### src/rtl/emsg_pkg.sv
// Compressed check-message layout shared between the generator and the
// expander. Word layout, LSB first: min1, min2, per-edge signs, idx.
package emsg_pkg;

    // Index field is fixed-width so the word layout is independent of wc.
    localparam int IDX_W = 5;

    // Default configuration of the check-node datapath.
    localparam int DEF_W  = 6;
    localparam int DEF_WC = 18;

    function automatic int min2_lsb(input int w);
        return w - 1;
    endfunction

    function automatic int sgn_lsb(input int w);
        return 2 * (w - 1);
    endfunction

    function automatic int idx_lsb(input int w, input int wc);
        return 2 * (w - 1) + wc;
    endfunction

    function automatic int ecomp_w(input int w, input int wc);
        return idx_lsb(w, wc) + IDX_W;
    endfunction

    // Field offsets for the default configuration.
    localparam int MIN1_LSB = 0;
    localparam int MIN2_LSB = min2_lsb(DEF_W);
    localparam int SGN_LSB  = sgn_lsb(DEF_W);
    localparam int IDX_LSB  = idx_lsb(DEF_W, DEF_WC);
    localparam int ECOMP_W  = ecomp_w(DEF_W, DEF_WC);

endpackage

### src/rtl/emsg_lane.sv
// One edge of the expander: offset-corrected magnitude plus sign turned
// into a w-bit two's complement message. A zero magnitude always yields 0.
module emsg_lane #(
    parameter int w      = 6,
    parameter int OFFSET = 1
) (
    input  logic [w-2:0] mag_sel,
    input  logic         sign,
    output logic [w-1:0] msg
);

    localparam logic [w-2:0] OFS = (w-1)'(OFFSET);

    logic [w-2:0] mag_off;
    logic [w-1:0] pos;

    // Offset min-sum correction, saturating at zero.
    assign mag_off = (mag_sel > OFS) ? (mag_sel - OFS) : '0;
    assign pos     = {1'b0, mag_off};
    // Negating zero gives zero, so no negative zero can appear.
    assign msg     = sign ? -pos : pos;

endmodule

### src/rtl/emsg_expand.sv
// Check-message expander: holds one compressed word and emits its wc edge
// messages LANES at a time over a valid/ready stream. The next word is
// accepted in the same cycle the last beat is taken, so there is no bubble.
module emsg_expand
    import emsg_pkg::*;
#(
    parameter int w      = 6,
    parameter int wc     = 18,
    parameter int LANES  = 6,
    parameter int OFFSET = 1
) (
    input  logic                                            clk,
    input  logic                                            rst,
    input  logic                                            in_valid,
    output logic                                            in_ready,
    input  logic [2*(w-1)+wc+IDX_W-1:0]                     in_ecomp,
    output logic                                            out_valid,
    input  logic                                            out_ready,
    output logic [LANES*w-1:0]                              out_msg,
    output logic [((wc/LANES) > 1 ? $clog2(wc/LANES) : 1)-1:0] out_beat,
    output logic                                            out_last,
    output logic                                            err_idx
);

    localparam int NBEAT  = wc / LANES;
    localparam int BEAT_W = (NBEAT > 1) ? $clog2(NBEAT) : 1;
    localparam int EIW    = (wc > 1) ? $clog2(wc) : 1;
    localparam int M2L    = min2_lsb(w);
    localparam int SGL    = sgn_lsb(w);
    localparam int IXL    = idx_lsb(w, wc);

    localparam logic [0:0] IDLE = 1'b0;
    localparam logic [0:0] EMIT = 1'b1;

    if (wc % LANES != 0) begin : g_bad_cfg
        $error("emsg_expand: wc must be a multiple of LANES");
    end

    logic [0:0]        state_q;
    logic [BEAT_W-1:0] beat_q;
    logic [w-2:0]      min1_q;
    logic [w-2:0]      min2_q;
    logic [wc-1:0]     sgn_q;
    logic [IDX_W-1:0]  idx_q;
    logic              par_q;
    logic              err_q;

    logic [w-2:0]      in_min1;
    logic [w-2:0]      in_min2;
    logic [wc-1:0]     in_sgn;
    logic [IDX_W-1:0]  in_idx;

    logic              accept;
    logic              take;
    logic              last_beat;

    logic [LANES-1:0][w-1:0] lane_msg;

    assign in_min1 = in_ecomp[MIN1_LSB +: (w-1)];
    assign in_min2 = in_ecomp[M2L +: (w-1)];
    assign in_sgn  = in_ecomp[SGL +: wc];
    assign in_idx  = in_ecomp[IXL +: IDX_W];

    assign last_beat = (beat_q == BEAT_W'(NBEAT - 1));
    assign out_valid = (state_q == EMIT);
    assign out_last  = out_valid && last_beat;
    assign out_beat  = beat_q;
    assign take      = out_valid && out_ready;
    assign in_ready  = (state_q == IDLE) || (take && last_beat);
    assign accept    = in_valid && in_ready;
    assign err_idx   = err_q;

    // Holding register, beat counter and IDLE/EMIT state.
    always_ff @(posedge clk) begin
        if (rst) begin
            state_q <= IDLE;
            beat_q  <= '0;
            min1_q  <= '0;
            min2_q  <= '0;
            sgn_q   <= '0;
            idx_q   <= '0;
            par_q   <= 1'b0;
        end else if (accept) begin
            state_q <= EMIT;
            beat_q  <= '0;
            min1_q  <= in_min1;
            min2_q  <= in_min2;
            sgn_q   <= in_sgn;
            idx_q   <= in_idx;
            par_q   <= ^in_sgn;
        end else if (take) begin
            if (last_beat) begin
                state_q <= IDLE;
                beat_q  <= '0;
            end else begin
                beat_q  <= beat_q + BEAT_W'(1);
            end
        end
    end

    // Sticky flag for an out-of-range min1 index; only reset clears it.
    always_ff @(posedge clk) begin
        if (rst) begin
            err_q <= 1'b0;
        end else if (accept && (32'(in_idx) >= wc)) begin
            err_q <= 1'b1;
        end
    end

    // Lane k carries edge beat*LANES+k; an out-of-range idx never matches,
    // so every edge then falls back to min1.
    for (genvar k = 0; k < LANES; k++) begin : g_lane
        logic [EIW-1:0] edge_num;
        logic           use_min2;
        logic [w-2:0]   mag;

        assign edge_num = EIW'(32'(beat_q) * LANES + k);
        assign use_min2 = (32'(idx_q) == 32'(edge_num));
        assign mag      = use_min2 ? min2_q : min1_q;

        emsg_lane #(
            .w      (w),
            .OFFSET (OFFSET)
        ) u_lane (
            .mag_sel (mag),
            .sign    (par_q ^ sgn_q[edge_num]),
            .msg     (lane_msg[k])
        );
    end

    assign out_msg = out_valid ? lane_msg : '0;

endmodule

### config.mk
export PLATFORM = sky130hd
export DESIGN_NAME = emsg_expand
export DESIGN_NICKNAME = d
export VERILOG_FILES = /design/src/rtl/emsg_pkg.sv /design/src/rtl/emsg_lane.sv /design/src/rtl/emsg_expand.sv
export SDC_FILE = /design/constraint.sdc
export NUM_CORES = 1
export LEC_CHECK = 0
export ABC_CLOCK_PERIOD_IN_PS = 12500
export CORE_MARGIN = 3
export CORE_UTILIZATION = 41
export DETAILED_ROUTE_END_ITERATION = 6
export SYNTH_ARGS = -nofsm -noshare
export SYNTH_HDL_FRONTEND = slang
export SYNTH_SLANG_ARGS = --single-unit
### constraint.sdc
create_clock -name clk -period 12.5 [get_ports clk]
set_clock_uncertainty 0.05 [all_clocks]
set_input_delay 1.25 -clock clk [delete_from_list [all_inputs] [get_ports clk]]
set_output_delay 1.25 -clock clk [all_outputs]
set_load 0.05 [all_outputs]
Word level (Yosys, flattened, before mapping)
Index checks and enable logic that the tools add are counted.

operators by class
  $add $sub $neg = 18
  multipliers = 1
  div/mod/pow operators = 0
  order comparisons = 13
  equal/unequal tests = 7
  shift-type cells = 0
  multiplexer cells = 35
  bitwise logic cells = 7
  reduce and logical (&&, ||, !) cells = 11

operator list
  cell                                                           number
  two-way mux 5 bit                                              12
  less-than comparator 5 x 6 -> 1 bit, second input constant     6
  two-way mux 36 bit                                             1
  two-way mux 6 bit                                              6
  negation 5 -> 6 bit                                            6
  equality test 5 bit                                            6
  greater-than comparator 5 x 1 -> 1 bit, second input constant  6
  subtractor 5 x 1 -> 5 bit, second input constant               6
  binary-select mux 1 bit (select 5 bit)                         5
  XOR reduction 18 bit                                           1
  adder 5 x 2 -> 5 bit, second input constant                    2
  adder 5 x 3 -> 5 bit, second input constant                    2
  two-way mux 1 bit                                              9
  bitwise XOR 1 bit                                              6
  adder 5 x 1 -> 5 bit, second input constant                    1
  >= comparator 5 bit, second input constant                     1
  logical AND 1 bit                                              5
  binary-select mux 1 bit (select 4 bit)                         1
  multiplier 2 x 2 -> 4 bit, second input constant               1
  nonzero test 2 bit                                             2
  adder 2 x 1 -> 2 bit, second input constant                    1
  equality test 2 bit, second input constant                     1
  two-way mux 2 bit                                              1
  AND reduction 2 bit                                            1
  other kinds (3)                                                3

word-level totals
  register bits = 38
  latch bits = 0
  memory bits (writable) = 0
  ROM bits = 0
  input bits = 37
  output and inout bits = 42
  word-level logic and storage cells = 100
  memories kept = 0

Longest topological paths before layout
  depth after elaboration = 9
  depth in mapped cells = 20
  mapped depth without buffers = 16

Hierarchy
From an unflattened synthesis, not the netlist that was laid out.

second synthesis, totals
  cell total of the unflattened synthesis = 588
  area total of the unflattened synthesis = 4508.1 um^2

by module, submodules not included
  module       instances  cells each  area an instance (um^2)  sequential area each (um^2)
  emsg_expand  1          336         2743.9                   760.7
  emsg_lane    6          42          294.0                    0.0

Worst setup path after synthesis
OpenSTA, ideal clock, no wires.

  kind = flip-flop to output port
  from = register beat_q[0], in the netlist out_beat[0]
  to = output port out_msg[28]
  arrival = 5193 ps
  data required time = 11200 ps
  slack = 6007 ps
  cell stages (with the launch flop) = 20
  buffers on the path = 3
  cells stage by stage = dfxtp_1 > buf_4 > buf_2 > inv_1 > ha_1 > buf_2 > xor2_1 > and3_4 > nand2_4 > mux2_4 > ha_1 > nor4_1 > a211o_1 > nand2_1 > ha_1 > inv_1 > a2111oi_1 > a31oi_1 > a21oi_1 > nor3_1

on the way
  word-level cells in the longest chain between the ends = 9

RTL lines
  what                                                                                 RTL line            text
  start: declaration                                                                   emsg_expand.sv:40   logic [BEAT_W-1:0] beat_q;
  start signal: assignment                                                             emsg_expand.sv:96   beat_q <= beat_q + BEAT_W'(1);
  multiplier 2 x 2 -> 4 bit (*)                                                        emsg_expand.sv:117  assign edge_num = EIW'(32'(beat_q) * LANES + k);
  adder 5 x 3 -> 5 bit (*)                                                             emsg_expand.sv:117
  equality test 5 bit                                                                  emsg_expand.sv:118  assign use_min2 = (32'(idx_q) == 32'(edge_num));
  two-way mux 5 bit                                                                    emsg_expand.sv:119  assign mag = use_min2 ? min2_q : min1_q;
  subtractor 5 x 1 -> 5 bit or greater-than comparator 5 x 1 -> 1 bit (tied branches)  emsg_lane.sv:18     assign mag_off = (mag_sel > OFS) ? (mag_sel - OFS) : '0;
  two-way mux 5 bit                                                                    emsg_lane.sv:18
  negation 5 -> 6 bit                                                                  emsg_lane.sv:21     assign msg = sign ? -pos : pos;
  two-way mux 6 bit (*)                                                                emsg_lane.sv:21
  two-way mux 36 bit (*)                                                               emsg_expand.sv:131  assign out_msg = out_valid ? lane_msg : '0;
  end: declaration                                                                     emsg_expand.sv:19   output logic [LANES*w-1:0] out_msg,

Mark *: on every way between the ends. The rest lies on a longest branch, timed or not. The select of a mux whose other input is x is not followed.

Worst setup path in the final report
  from = register beat_q[0], in the netlist out_beat[0]
  to = output port out_msg[26]

The elaborated chain is that of the path after synthesis.

==> flow_metrics.env <==
export IMPL_status="finished, final reports clean"
export IMPL_grt_pass1_wl_mm=19.5
export IMPL_numClockSinks=38
export IMPL_multiInputGateArea_mm2=0.00334
export IMPL_dieArea_mm2=0.0119
export IMPL_crit_fanout=23
export IMPL_clk_insertion_delay_late_ns=0.29
export IMPL_antenna_cells=0
export IMPL_worstHoldStart="sgn_q[11]"
export IMPL_finalHoldViolCount=0
export IMPL_period_minus_slack_ns=7.53
export IMPL_setup_tns_ns=0
export IMPL_p_sw_share_pct=44.9
export IMPL_met2_usage_pct=34.4
export IMPL_grt_busiest_layer="met2"
export IMPL_hpwl_mm=9.21
export IMPL_instances_no_fill=762
export IMPL_synth_top_area_cell="dfxtp_1"
export IMPL_grtUsageTotal_pct=20.0
export IMPL_power_switching_uw=240
export IMPL_synth_seq_cells=38
export IMPL_synth_top_flop_cell="dfxtp_1"
export IMPL_crit_start="out_beat[0]"
export IMPL_p_leak_nw=2.02
export IMPL_fin_nets=685
export IMPL_drtIter0Drc=225
export IMPL_peakVddDrop_mv=0.0704
export IMPL_ctsResizeCount=0
export IMPL_cts_tree="done"
export IMPL_synthTopCellsByArea="dfxtp_1 18%, mux2i_1 8.5%, nand2_1 8.5%, a21oi_1 7.0%, ha_1 5.8%"
export IMPL_grt_pass1_vias=3970
export IMPL_p_int_uw=295
export IMPL_rsz0062_at_grt="false"
export IMPL_comb_power_share_pct=57.1
export IMPL_hold_ws_ns=0.430
export IMPL_drc=0
export IMPL_rr_startpoint="out_beat[0]"
export IMPL_num_rows=36
export IMPL_cts_made_buffers=5
export IMPL_antenna_found_initial=0
export IMPL_syn_area_mm2=0.00435
export IMPL_yosysWarnings=0
export IMPL_utilization_pct=52.1
export IMPL_yosys_top_cells_count="98 x nand2_1, 61 x a21oi_1, 41 x nor2_1"
export IMPL_dr_pass1_iters=4
export IMPL_cts_buffer_depth=2
export IMPL_cts_clk_slew_worst_paths_ns=0.07
export IMPL_clockRootBuffer="clkbuf_8"
export IMPL_cp_start_kind="register"
export IMPL_postCtsSetupRepairBufs=0
export IMPL_ys_seq_area_share_pct=17.5
export IMPL_synth_edf_count=0
export IMPL_core_mm2=0.0100
export IMPL_syn_num_nets=637
export IMPL_required_ns=11.20
export IMPL_yosys_area_top_type_share_pct=17.5
export IMPL_maxCapViolCount=0
export IMPL_critical_path_class="reg -> out"
export IMPL_die_x_um=109
export IMPL_clock_fmax_mhz=133
export IMPL_setup_violations_final=0
export IMPL_p_per_area_mw_per_mm2=102
export IMPL_areaGrowthSynthToFinish_pct=20.4
export IMPL_cp_arrival_ns=6.23
export IMPL_p_seq_share_pct=26.7
export IMPL_dp_cells=754
export IMPL_cts_max_level=2
export IMPL_yosysMostFrequentCell="nand2_1"
export IMPL_fin_crit_sh_pct=60.3
export IMPL_tightest_slew_ns=1.07
export IMPL_grt_max_degree=39
export IMPL_ys_async_sr_fraction_pct=0
export IMPL_pin_count=79
export IMPL_drive_gt1_share_pct=8.27
export IMPL_avgSynthCellArea_um2=7.49
export IMPL_finalPower_uw=536
export IMPL_totalWireLength_mm=11.7
export IMPL_met1_usage_pct=27.2
export IMPL_start_util_pct=43.3
export IMPL_endpoint_kind="primary output"
export IMPL_portBuffers=78
export IMPL_wl_per_cell_um=15.3
export IMPL_synth_cells=580
export IMPL_synth_cell_type_count=72
export IMPL_cts_hold_buf=0
export IMPL_seq_area_um2=761
export IMPL_power_frac_clock_pct=16.3
export IMPL_gr_usage_met3_pct=1.42
export IMPL_vias=4166
export IMPL_globalRouteOverflowTotal=0
export IMPL_die_h_um=109
export IMPL_min_path_type="reg -> reg"
export IMPL_fill_cells=985
export IMPL_place_gp_congestion=0.943
export IMPL_viasPerCell=5.47
export IMPL_final_max_slew_violation_count=0
export IMPL_final_antenna_net_count=0
export IMPL_slew_limit_headroom_pct=28.6
==> sequential cells by signal, indices dropped and copies added, names as in the netlist <==
name / count
idx_q: 5
sgn_q: 18
err_idx: 1
out_valid: 1
min1_q: 5
par_q: 1
min2_q: 5
out_beat: 2
==> worst max-delay path, cell delays in order (launching register included) <==
cell and delay (ns):
dfxtp_1 1.03, inv_1 0.24, ha_1 0.76, xor2_1 0.26, and3_4 0.32, nand2_4 0.10, mux2_4 0.33, ha_1 0.23
nor4_1 0.56, a211o_1 0.25, nand2_1 0.08, ha_1 0.22, or3b_2 0.48, xor2_1 0.17, nor2_1 0.09, clkdlybuf4s50_1 0.82
==> metrics by stage <==
step	cell area (um^2)	worst slack, ns
floorplan	4350	6.01
global placement	5140	5.44
detailed placement	5140	5.30
CTS	5230	4.97
global route	5230	4.38
finish	5230	4.97
==> worst paths after layout <==
| path | to | slack [ns] | cells past startpoint |
|---|---|---|---|
| max | out_msg[26] | 4.97 | 15 |
| min | sgn_q[11] | 0.43 | 2 |
| max reg2reg | min1_q[3] | 9.39 | 7 |
| min reg2reg | sgn_q[11] | 0.43 | 2 |
==> layout make-up <==
| type | instances | area share (%) |
|---|---|---|
| repair buffers | 81 | 15.4 |
| flip-flops and latches | 38 | 14.5 |
| clock buffers | 6 | 1.58 |
| multi-input cells | 485 | 63.9 |
| inverters | 17 | 1.22 |
| clock inverters | 2 | 0.239 |
| well taps | 133 | 3.18 |
==> power by group through the flow <==
stage / combinational (mW) / sequential, mW / clock (mW)
2_1_floorplan: 0.235 / 0.137 / 0
3_3_place_gp: 0.303 / 0.145 / 0
3_5_place_dp: 0.306 / 0.146 / 0
4_1_cts: 0.307 / 0.143 / 0.0897
5_1_grt: 0.333 / 0.144 / 0.0947
6_report: 0.306 / 0.143 / 0.0872
==> cell families after synthesis <==
family,share of synthesized area [%]
simple gates,26.2
compound gates,19.2
buf+inv,5.58
mux,16.1
xor+xnor,9.67
flops,17.5
fa+ha+maj,5.76
==> cells in the final DEF, fill, tap and decap left out, types with 4 or more instances in the layout <==
| cell type | instances |
|---|---|
| nand2_1 | 98 |
| clkdlybuf4s50_1 | 78 |
| a21oi_1 | 61 |
| nor2_1 | 41 |
| dfxtp_1 | 38 |
| mux2i_1 | 37 |
| xnor2_1 | 28 |
| ha_1 | 20 |
| nand3_1 | 19 |
| o21ai_0 | 18 |
| inv_1 | 16 |
| nor3_1 | 16 |
| xor2_1 | 10 |
| nor2b_1 | 9 |
| mux4_2 | 8 |
| and2_1 | 7 |
| nand2b_1 | 7 |
| and3_1 | 6 |
| or3_1 | 6 |
| mux2_2 | 6 |
| a211oi_1 | 6 |
| clkbuf_8 | 6 |
| or2_2 | 5 |
| a21o_1 | 4 |
| o211ai_1 | 4 |
| o211a_1 | 4 |
| nor4_1 | 4 |
==> metal layers <==
metal	vias up	share of wire (%)
met2	87	48
met4	0	1.6
met5	-	0
li1	2130	-
met1	1935	47
met3	14	3.4
No activity file was read; power rests on OpenSTA's default activity.
